$ cat src/rtl/ifetch_pkg.sv
// ifetch_pkg: constants and types shared by the instruction-fetch block.
//   - FSM state encodings
//   - reset PC and legal fetch window (30-bit word addresses)
//   - watchdog limit and the helper that range-checks a PC
package ifetch_pkg;

    typedef enum logic [0:0] {
        ST_IDLE = 1'b0,
        ST_BUSY = 1'b1
    } state_e;

    localparam logic [29:0] RESET_PC   = 30'h0000_0C00;  // byte 0x3000
    localparam logic [29:0] PC_LO      = 30'h0000_0C00;  // byte 0x3000
    localparam logic [29:0] PC_HI      = 30'h0000_13FF;  // byte 0x4FFC
    localparam int          WDOG_LIMIT = 16;
    // Count value seen during the last BUSY cycle before expiry.
    localparam logic [3:0]  WDOG_LAST  = 4'(WDOG_LIMIT - 1);

    // A PC may be fetched only inside the instruction window.
    function automatic logic pc_legal(input logic [29:0] addr);
        return (addr >= PC_LO) && (addr <= PC_HI);
    endfunction

endpackage

$ cat src/rtl/ifetch.sv
// ifetch: instruction-fetch stage. Holds the PC, issues one outstanding
// instruction-memory read at a time, captures the returned word and guards
// the fetch with a range check and a watchdog.
// Ports:
//   clk, rst_n            clock, synchronous active-low reset
//   fetch                 request a fetch at pc
//   pcwr, npc[29:0]       load a new PC (deferred while a fetch is in flight)
//   flush                 abort an outstanding fetch
//   imem_rdata, imem_ack  instruction memory response
//   imem_req, imem_addr   instruction memory request (level, held while busy)
//   pc, instr             current PC and instruction register
//   instr_valid, busy     instr update pulse, fetch outstanding
//   ifault                address error or watchdog expiry pulse
module ifetch
    import ifetch_pkg::*;
(
    input  logic        clk,
    input  logic        rst_n,
    input  logic        fetch,
    input  logic        pcwr,
    input  logic [29:0] npc,
    input  logic        flush,
    input  logic [31:0] imem_rdata,
    input  logic        imem_ack,
    output logic        imem_req,
    output logic [29:0] imem_addr,
    output logic [29:0] pc,
    output logic [31:0] instr,
    output logic        instr_valid,
    output logic        busy,
    output logic        ifault
);

    state_e      state_q, state_d;
    logic [29:0] pc_q, pc_d;
    logic [29:0] addr_q, addr_d;
    logic [29:0] pend_q, pend_d;
    logic        pend_vld_q, pend_vld_d;
    logic [31:0] instr_q, instr_d;
    logic        instr_valid_q, instr_valid_d;
    logic        req_q, req_d;
    logic        busy_q, busy_d;
    logic        ifault_q, ifault_d;
    logic [3:0]  wdog_q, wdog_d;
    logic        exit_s;

    // Next-state, datapath and output computation.
    always_comb begin
        state_d       = state_q;
        pc_d          = pc_q;
        addr_d        = addr_q;
        pend_d        = pend_q;
        pend_vld_d    = pend_vld_q;
        instr_d       = instr_q;
        instr_valid_d = 1'b0;
        req_d         = req_q;
        busy_d        = busy_q;
        ifault_d      = 1'b0;
        wdog_d        = wdog_q;
        exit_s        = 1'b0;

        case (state_q)
            ST_IDLE: begin
                req_d  = 1'b0;
                busy_d = 1'b0;
                wdog_d = 4'd0;
                // The fetch uses the PC as it stands now, even if pcwr
                // replaces it at this same edge; imem_addr keeps its copy.
                if (fetch && !flush) begin
                    if (pc_legal(pc_q)) begin
                        state_d = ST_BUSY;
                        req_d   = 1'b1;
                        busy_d  = 1'b1;
                        addr_d  = pc_q;
                    end else begin
                        ifault_d = 1'b1;
                    end
                end else begin
                    state_d = ST_IDLE;
                end
                if (pcwr) begin
                    pc_d = npc;
                end else begin
                    pc_d = pc_q;
                end
            end
            ST_BUSY: begin
                exit_s = flush || imem_ack || (wdog_q == WDOG_LAST);
                // Flush beats a same-cycle ack; ack beats watchdog expiry.
                if (flush) begin
                    instr_d = instr_q;
                end else if (imem_ack) begin
                    instr_d       = imem_rdata;
                    instr_valid_d = 1'b1;
                end else if (wdog_q == WDOG_LAST) begin
                    ifault_d = 1'b1;
                end else begin
                    wdog_d = wdog_q + 4'd1;
                end

                if (exit_s) begin
                    state_d    = ST_IDLE;
                    req_d      = 1'b0;
                    busy_d     = 1'b0;
                    wdog_d     = 4'd0;
                    pend_vld_d = 1'b0;
                    // A pcwr arriving with the exit is the newest value and
                    // overrides anything deferred earlier.
                    if (pcwr) begin
                        pc_d = npc;
                    end else if (pend_vld_q) begin
                        pc_d = pend_q;
                    end else begin
                        pc_d = pc_q;
                    end
                end else if (pcwr) begin
                    pend_d     = npc;
                    pend_vld_d = 1'b1;
                end else begin
                    pend_d = pend_q;
                end
            end
            default: begin
                state_d = ST_IDLE;
                req_d   = 1'b0;
                busy_d  = 1'b0;
                wdog_d  = 4'd0;
            end
        endcase
    end

    // State and datapath registers with synchronous reset.
    always_ff @(posedge clk) begin
        if (!rst_n) begin
            state_q       <= ST_IDLE;
            pc_q          <= RESET_PC;
            addr_q        <= RESET_PC;
            pend_q        <= 30'h0000_0000;
            pend_vld_q    <= 1'b0;
            instr_q       <= 32'h0000_0000;
            instr_valid_q <= 1'b0;
            req_q         <= 1'b0;
            busy_q        <= 1'b0;
            ifault_q      <= 1'b0;
            wdog_q        <= 4'd0;
        end else begin
            state_q       <= state_d;
            pc_q          <= pc_d;
            addr_q        <= addr_d;
            pend_q        <= pend_d;
            pend_vld_q    <= pend_vld_d;
            instr_q       <= instr_d;
            instr_valid_q <= instr_valid_d;
            req_q         <= req_d;
            busy_q        <= busy_d;
            ifault_q      <= ifault_d;
            wdog_q        <= wdog_d;
        end
    end

    assign imem_req    = req_q;
    assign imem_addr   = addr_q;
    assign pc          = pc_q;
    assign instr       = instr_q;
    assign instr_valid = instr_valid_q;
    assign busy        = busy_q;
    assign ifault      = ifault_q;

endmodule

$ cat config.mk
export PLATFORM = sky130hd
export DESIGN_NAME = ifetch
export DESIGN_NICKNAME = d
export VERILOG_FILES = /design/src/rtl/ifetch_pkg.sv /design/src/rtl/ifetch.sv
export SDC_FILE = /design/constraint.sdc
export NUM_CORES = 1
export LEC_CHECK = 0
export BUFFER_PORTS_ARGS = -buffer_cell sky130_fd_sc_hd__buf_2
export CORE_ASPECT_RATIO = 0.9
export CORE_MARGIN = 10
export CORE_UTILIZATION = 45
export DETAILED_ROUTE_END_ITERATION = 8
export HOLD_SLACK_MARGIN = 0.1
export PLACE_DENSITY_LB_ADDON = 0.12
export SLEW_MARGIN = 25
export SYNTH_ARGS = -nofsm -noshare
export SYNTH_HDL_FRONTEND = slang
export SYNTH_SLANG_ARGS = --single-unit
$ cat constraint.sdc
create_clock -name clk -period 3.65 [get_ports clk]
set_input_delay 0.5475 -clock clk [delete_from_list [all_inputs] [get_ports clk]]
set_output_delay 0.5475 -clock clk [all_outputs]
set_load 0.01 [all_outputs]
==> results of run 1 <==
-- placed cells by master, fill, tap and decap left out, drive strengths merged, types with 2 or more instances in the layout --
| cell type | instances |
|---|---|
| a21oi | 36 |
| nor3 | 2 |
| mux2 | 11 |
| clkinv | 8 |
| o31a | 3 |
| a21o | 2 |
| mux2i | 30 |
| nand3 | 47 |
| buf | 165 |
| nand4 | 2 |
| and3 | 20 |
| o21ai | 45 |
| nor4 | 3 |
| a211oi | 17 |
| clkbuf | 24 |
| nor3b | 2 |
| dfxtp | 131 |
| nor2 | 23 |
| nand2 | 118 |
| and2 | 2 |
-- stage by stage --
stage	hold slack [ns]	instance area, um2	total power [uW]	cells
final	0.3672	6284	3223	835
after global routing	0.3547	6284	3346	835
after CTS	0.3478	6279	3263	835
after detailed placement	0.4388	5717	1682	803
after global placement	0.4318	5717	1679	803
after floorplan	0.4176	4933	1593	552
-- final timing paths --
path / depth (start not counted) / slack (ns) / startpoint / to
setup / recovery: 4 / 1.36 / wdog_q[0] / pend_q[21]
hold / removal: 3 / 0.37 / npc[3] / pend_q[3]
setup reg to reg: 4 / 1.36 / wdog_q[0] / pend_q[21]
hold reg to reg: 1 / 0.45 / wdog_q[0] / wdog_q[0]
-- flip-flops by register name, summed over array words and instances (netlist names) --
| signal | cells |
|---|---|
| pc | 30 |
| imem_addr | 30 |
| wdog_q | 4 |
| pend_q | 30 |
| busy | 1 |
| state_q | 1 |
| instr_valid | 1 |
| instr | 32 |
| ifault | 1 |
| pend_vld_q | 1 |
-- layer usage --
metal	vias up	part of all wire
met3	8	0.058
met4	0	0.0085
met2	107	0.47
li1	2167	-
met5	-	0
met1	1934	0.47
-- critical path, cell delays in order, from the launching register on --
cell     delay (ns)
dfxtp_1        0.32
ha_1           0.24
a31oi_1        0.43
and3_2         0.89
o21ai_0        0.22
-- logic make-up (layout without fill, tap and decap cells) --
group | after synthesis | count (layout) | share of synthesized area
muxes | 41 | 41 | 0.08598
and+or+nand+nor | 224 | 224 | 0.2085
buffers and inverters | 48 | 198 | 0.04692
AOI/OAI and AO/OA | 105 | 105 | 0.1210
xor gates and xnor gates | 2 | 2 | 0.003551
adders and majority gates | 1 | 1 | 0.002536
DFF | 131 | 131 | 0.5316
-- layout make-up --
class,count,share of cell area
sequential,131,0.4174
multi-input combinational,373,0.3333
timing repair buffer,165,0.1326
clock buffer,24,0.08144
tap,133,0.02648
clock inverter,8,0.007965
inverter,1,0.0007965
-- power by group --
group,switching (uW),internal (uW),total [uW],leakage (uW)
sequential,20.0,1450,1470,0.00106
combinational,104,72.9,177,0.00151
clock,601,972,1570,0.000282
total,725,2500,3220,0.00285
-- cell usage after synthesis (all sizes together) --
cell type,number,area (um2)
a211oi,17,127.6
a21o,2,15.01
a21oi,36,183.9
a31oi,1,6.260
and2,2,12.51
and2b,1,8.760
and3,20,125.1
and3b,1,8.760
buf,19,117.6
clkbuf,28,110.1
dfxtp,131,2623
ha,1,12.51
inv,1,3.750
mux2,11,123.9
mux2i,30,300.3
nand2,118,442.9
nand2b,1,6.260
nand3,47,235.2
nand3b,1,7.510
nand4,2,12.51
nor2,23,88.84
nor3,2,10.01
nor3b,2,15.01
nor4,3,46.29
o211ai,1,12.51
o21ai,45,225.2
o31a,3,26.28
or2,1,8.760
xnor2,1,8.760
xor2,1,8.760
==> results.md, run 1 <==
- Status: complete, no violations
- Mapped Cells: roughly 550
- First-pass GRT wire length: between 20000 and 25000 um
- DRC violations left: 0
- GR Util met2: 0.2659
- Clk slew on worst S/H paths: ~0.060 ns
- Util after Layout: 0.5837
- Die H: approximately 120 um
- Clk_lat worst skew: about 0.41 ns
- Syn avg cell area: 8.937 um2
- Core Rows: 36
- Worst hold path type: in2reg
- Syn_nets: between 600 and 700
- Tcrit/Tclk final: 0.6281
- Root Driver: clkbuf_16
- Core Area: roughly 11000 um2
- Layout fillers: about 980
- Worst Setup End Kind: flop
- Layout cells sized above 1: 0.3134
- Largest net degree at the start of global routing: a little under 70
- Cts repair resizes: 0
- Worst slew pin tran: 0.9733 ns
- Fin. Hold Viols: 0
- Port Buffers: about 160
- Vias: 4216
- Aggregate routed wire length: 13410 um
- Initial antenna violation count: 0
- IO Pins: 164
- CP arrival: between 2 and 3 ns
- N_diodes: 0
- Area grow syn2layout: 27.37%
- Reg area: approximately 2600 um2
- Max Fclk: between 0.4 and 0.5 GHz
- Power per Cell Area: 513.0 nW/um2
- CTS tree: done
- Grt met3 use: 0.05499
- Tmin final: 2.293 ns
- Worst Slack Setup Final: 1.357 ns
- Netlist Area Pre-Place: slightly below 5000 um2
- Crit start category: flop
- Kind of critical path: reg2reg
- Peak VDD IR: 0.0003039 V
- GRT Residual Overflow: 0
- CP max FO: 60
- Hold Buf Count CTS: 0
- GR Layer Usage met1: 0.2107
- Post-place setup slack: around 1.2 ns
- Synthesized flop and latch total: between 100 and 150
- Slew Viols, Final: 0
- DR vias/cell: between 5 and 6
- Longest Clk Path Bufs: 2
- Wire per inst: 16.06 um
- DRT iter0 DRCs: between 300 and 400
- Cell variety after synth: 38
- DPL Wire Length: roughly 9500 um
- Multi-input gate area: 2095 um2
- Vias in the first global route: between 4000 and 5000
- Gpl congestion: slightly below 0.8
- Cts bufs inserted: 17
- GRT Max-Usage Layer: met2
- Final setup violation count: 0
- RSZ-0062 raised after global routing: false
- Die ar.: 15560 um2
- Setup bufs post-CTS: 0
- Htree depth: 4
- Final nets: between 700 and 800
- Detailed Routing Iterations Pass 1: 5
- Seq/Total Area, Yosys: 0.5316
- Crit path required time: about 4 ns
- CTS Sinks: about 130
- Post-Route Setup TNS: 0 ns
- Yosys warns: 0
- Initial cell density of the core: 0.4583
- Worst Skew: approximately 0.0083 ns
- Worst slew margin: 0.3511
- GRT Util Overall: 0.1692
- Antenna viol nets, final: 0
- Leakage: between 0.002 and 0.003 uW
- Max cap viols: 0
- Chip width: 130.4 um
Power figures use the tool's default switching activity.
==> run 2: changes to the inputs <==
Clock period 3.65 ns to 1.9 ns, I/O delays scaled along.
==> run 2 against run 1 <==
  * Clock skew up 0.0025 ns
  * Register-to-register slack worse by 1.1 ns
  * Critical path depth rose by 2
  * Largest power group unchanged
  * Highest routed layer unchanged
==> results.md, run 2 (synthesized netlist as in run 1, its figures left out) <==
- Status: complete, no violations
- Core Area: 10770 um2 (unchanged)
- Largest net degree at the start of global routing: 78 (+13%)
- IO Pins: 164 (unchanged)
- Worst Setup End Kind: flop
- Final nets: 780 (+2.9%)
- Fin. Hold Viols: 0 (unchanged)
- Antenna viol nets, final: 0 (unchanged)
- Worst slew pin tran: 0.4095 ns (-0.5638 ns)
- Most frequent cells in the layout: buf_2, dfxtp_1, nand2_1
- Htree depth: 4 (unchanged)
- Cts bufs inserted: 17 (unchanged)
- Wire per inst: 15.45 um (-3.8%)
- Port Buffers: 163 (unchanged)
- Detailed Routing Iterations Pass 1: 5 (unchanged)
- Setup bufs post-CTS: 0 (unchanged)
- Slew Viols, Final: 0 (unchanged)
- Tmin final: 1.673 ns (-0.6202 ns)
- Clk slew on worst S/H paths: 0.05 ns (about the same)
- Hold Path Depth: 3 (unchanged)
- Worst slew margin: 0.7241 (+0.3730)
- Kind of critical path: reg2reg
- Worst r2r src: wdog_q[0]
- N_diodes: 0 (unchanged)
- Top routing layer used: met4
- GRT Residual Overflow: 0 (unchanged)
- CTS Sinks: 131 (unchanged)
- Initial antenna violation count: 0 (unchanged)
- CP max FO: 60 (unchanged)
- Worst Skew: 0.01086 ns (+0.002534 ns)
- Final setup violation count: 0 (unchanged)
- Layout cells sized above 1: 0.3135 (about the same)
- GRT Util Overall: 0.1685 (-0.0007029)
- Crit path launch: wdog_q[0]
- Area grow syn2layout: 32.87%
- Root Driver: clkbuf_16
- DRT iter0 DRCs: 210 (-42%)
- Leakage: 0.002975 uW (+4.4%)
- Power per Cell Area: 975.0 nW/um2 (+90%)
- DPL Wire Length: 9585 um (+1.3%)
- WL met3: 923 um (+18%)
- Worst Min Path Start: npc[5]
- Core Rows: 36 (unchanged)
- Post-Route Setup TNS: 0 ns (unchanged)
- WL met1: 5973 um (-4.7%)
- Vias: 4261 (+1.1%)
- Die H: 119.3 um (unchanged)
- RR Endpoint: pend_q[19]
- WL met2: 6271 um (+0.42%)
- R2r setup slk: 0.23 ns (-1.13 ns)
- Die ar.: 15560 um2 (unchanged)
- Initial cell density of the core: 0.4583 (unchanged)
- Util after Layout: 0.6089 (+0.02522)
- Most common cell after layout, fill and taps aside: buf_2
- Vias in the first global route: 4154 (+3.1%)
- Placed insts: 812 (+1.1%)
- DRC violations left: 0 (unchanged)
- Longest Clk Path Bufs: 2 (unchanged)
- Peak VDD IR: 0.0005974 V (+97%)
- Worst hold path type: in2reg
- RSZ-0062 raised after global routing: false
- CP arrival: 2.00 ns (-0.54 ns)
- First-pass GRT wire length: 21030 um (+0.50%)
- CTS tree: done
- Tcrit/Tclk final: 0.8803 (+0.2521)
- Crit start category: flop
- FF-to-FF path depth: 6 (+2)
- Aggregate routed wire length: 13240 um (-1.3%)
- Max FFs per register: 32 (unchanged)
- Max cap viols: 0 (unchanged)
- Clk_lat worst skew: 0.41 ns (about the same)
- Layout Cells excl Fill: 857 (+2.6%)
- DR vias/cell: 4.972 (-1.5%)
- Max Fclk: 0.5979 GHz (+37%)
- Worst Hold Path EP: pend_q[5]
- Gpl congestion: 0.7991 (+3.1%)
- Crit path required time: 2.23 ns (-1.67 ns)
- Total power: 6391 uW (+98%)
- Chip width: 130.4 um (unchanged)
[run 2: worst max-delay path, cell delays in order (launching register included)]
cell     delay, ns
dfxtp_1       0.33
ha_1          0.25
a31oi_2       0.32
and3_2        0.28
buf_12        0.22
nand3_1       0.10
o21ai_0       0.08
[run 2: cell type report]
type                    count  area (um2)
multi-input cells         373        2097
clock buffers              20       446.7
repair buffers            187        1081
clock inverters            12       137.6
inverters                   1       3.754
fillers                   985        4210
well taps                 133       166.4
flip-flops and latches    131        2623
[run 2: stage by stage]
step	instance area, um2	hold slack [ns]	setup slack (ns)
after CTS	6549	0.1000	0.1265
after floorplan	4933	0.4154	0.3766
after global placement	5834	0.4282	0.2291
final	6555	0.1120	0.2275
after global routing	6555	0.1005	0.06797
after detailed placement	5834	0.4380	0.1403
[run 2: report_power, final]
part	internal, uW	total [uW]	switching, uW
Clock	2070	3190	1120
Combinational	168	373	205
Sequential	2790	2830	36.6
[run 2: how the worst max path moves through the flow]
stage,end,slack (ns),depth (start not counted)
3_5_place_dp,pend_q[21],0.14,6
6_report,pend_q[19],0.23,6
4_1_cts,pend_q[19],0.13,6
2_1_floorplan,pend_q[10],0.38,7
3_3_place_gp,pend_q[3],0.23,6
5_1_grt,pend_q[1],0.07,6
[run 2: repair_timing]
action | CTS | global route
gates resized for setup | 0 | 1
hold endpoints to repair | 13 | 0
hold buffers | 13 | 0
endpoints found under the setup margin | 0 | 21
[run 2: metal layers]
metal	up-vias	global-route usage
met5	-	0
met4	0	0.05278
met3	8	0.06475
met2	115	0.2682
met1	1927	0.2055
li1	2211	-
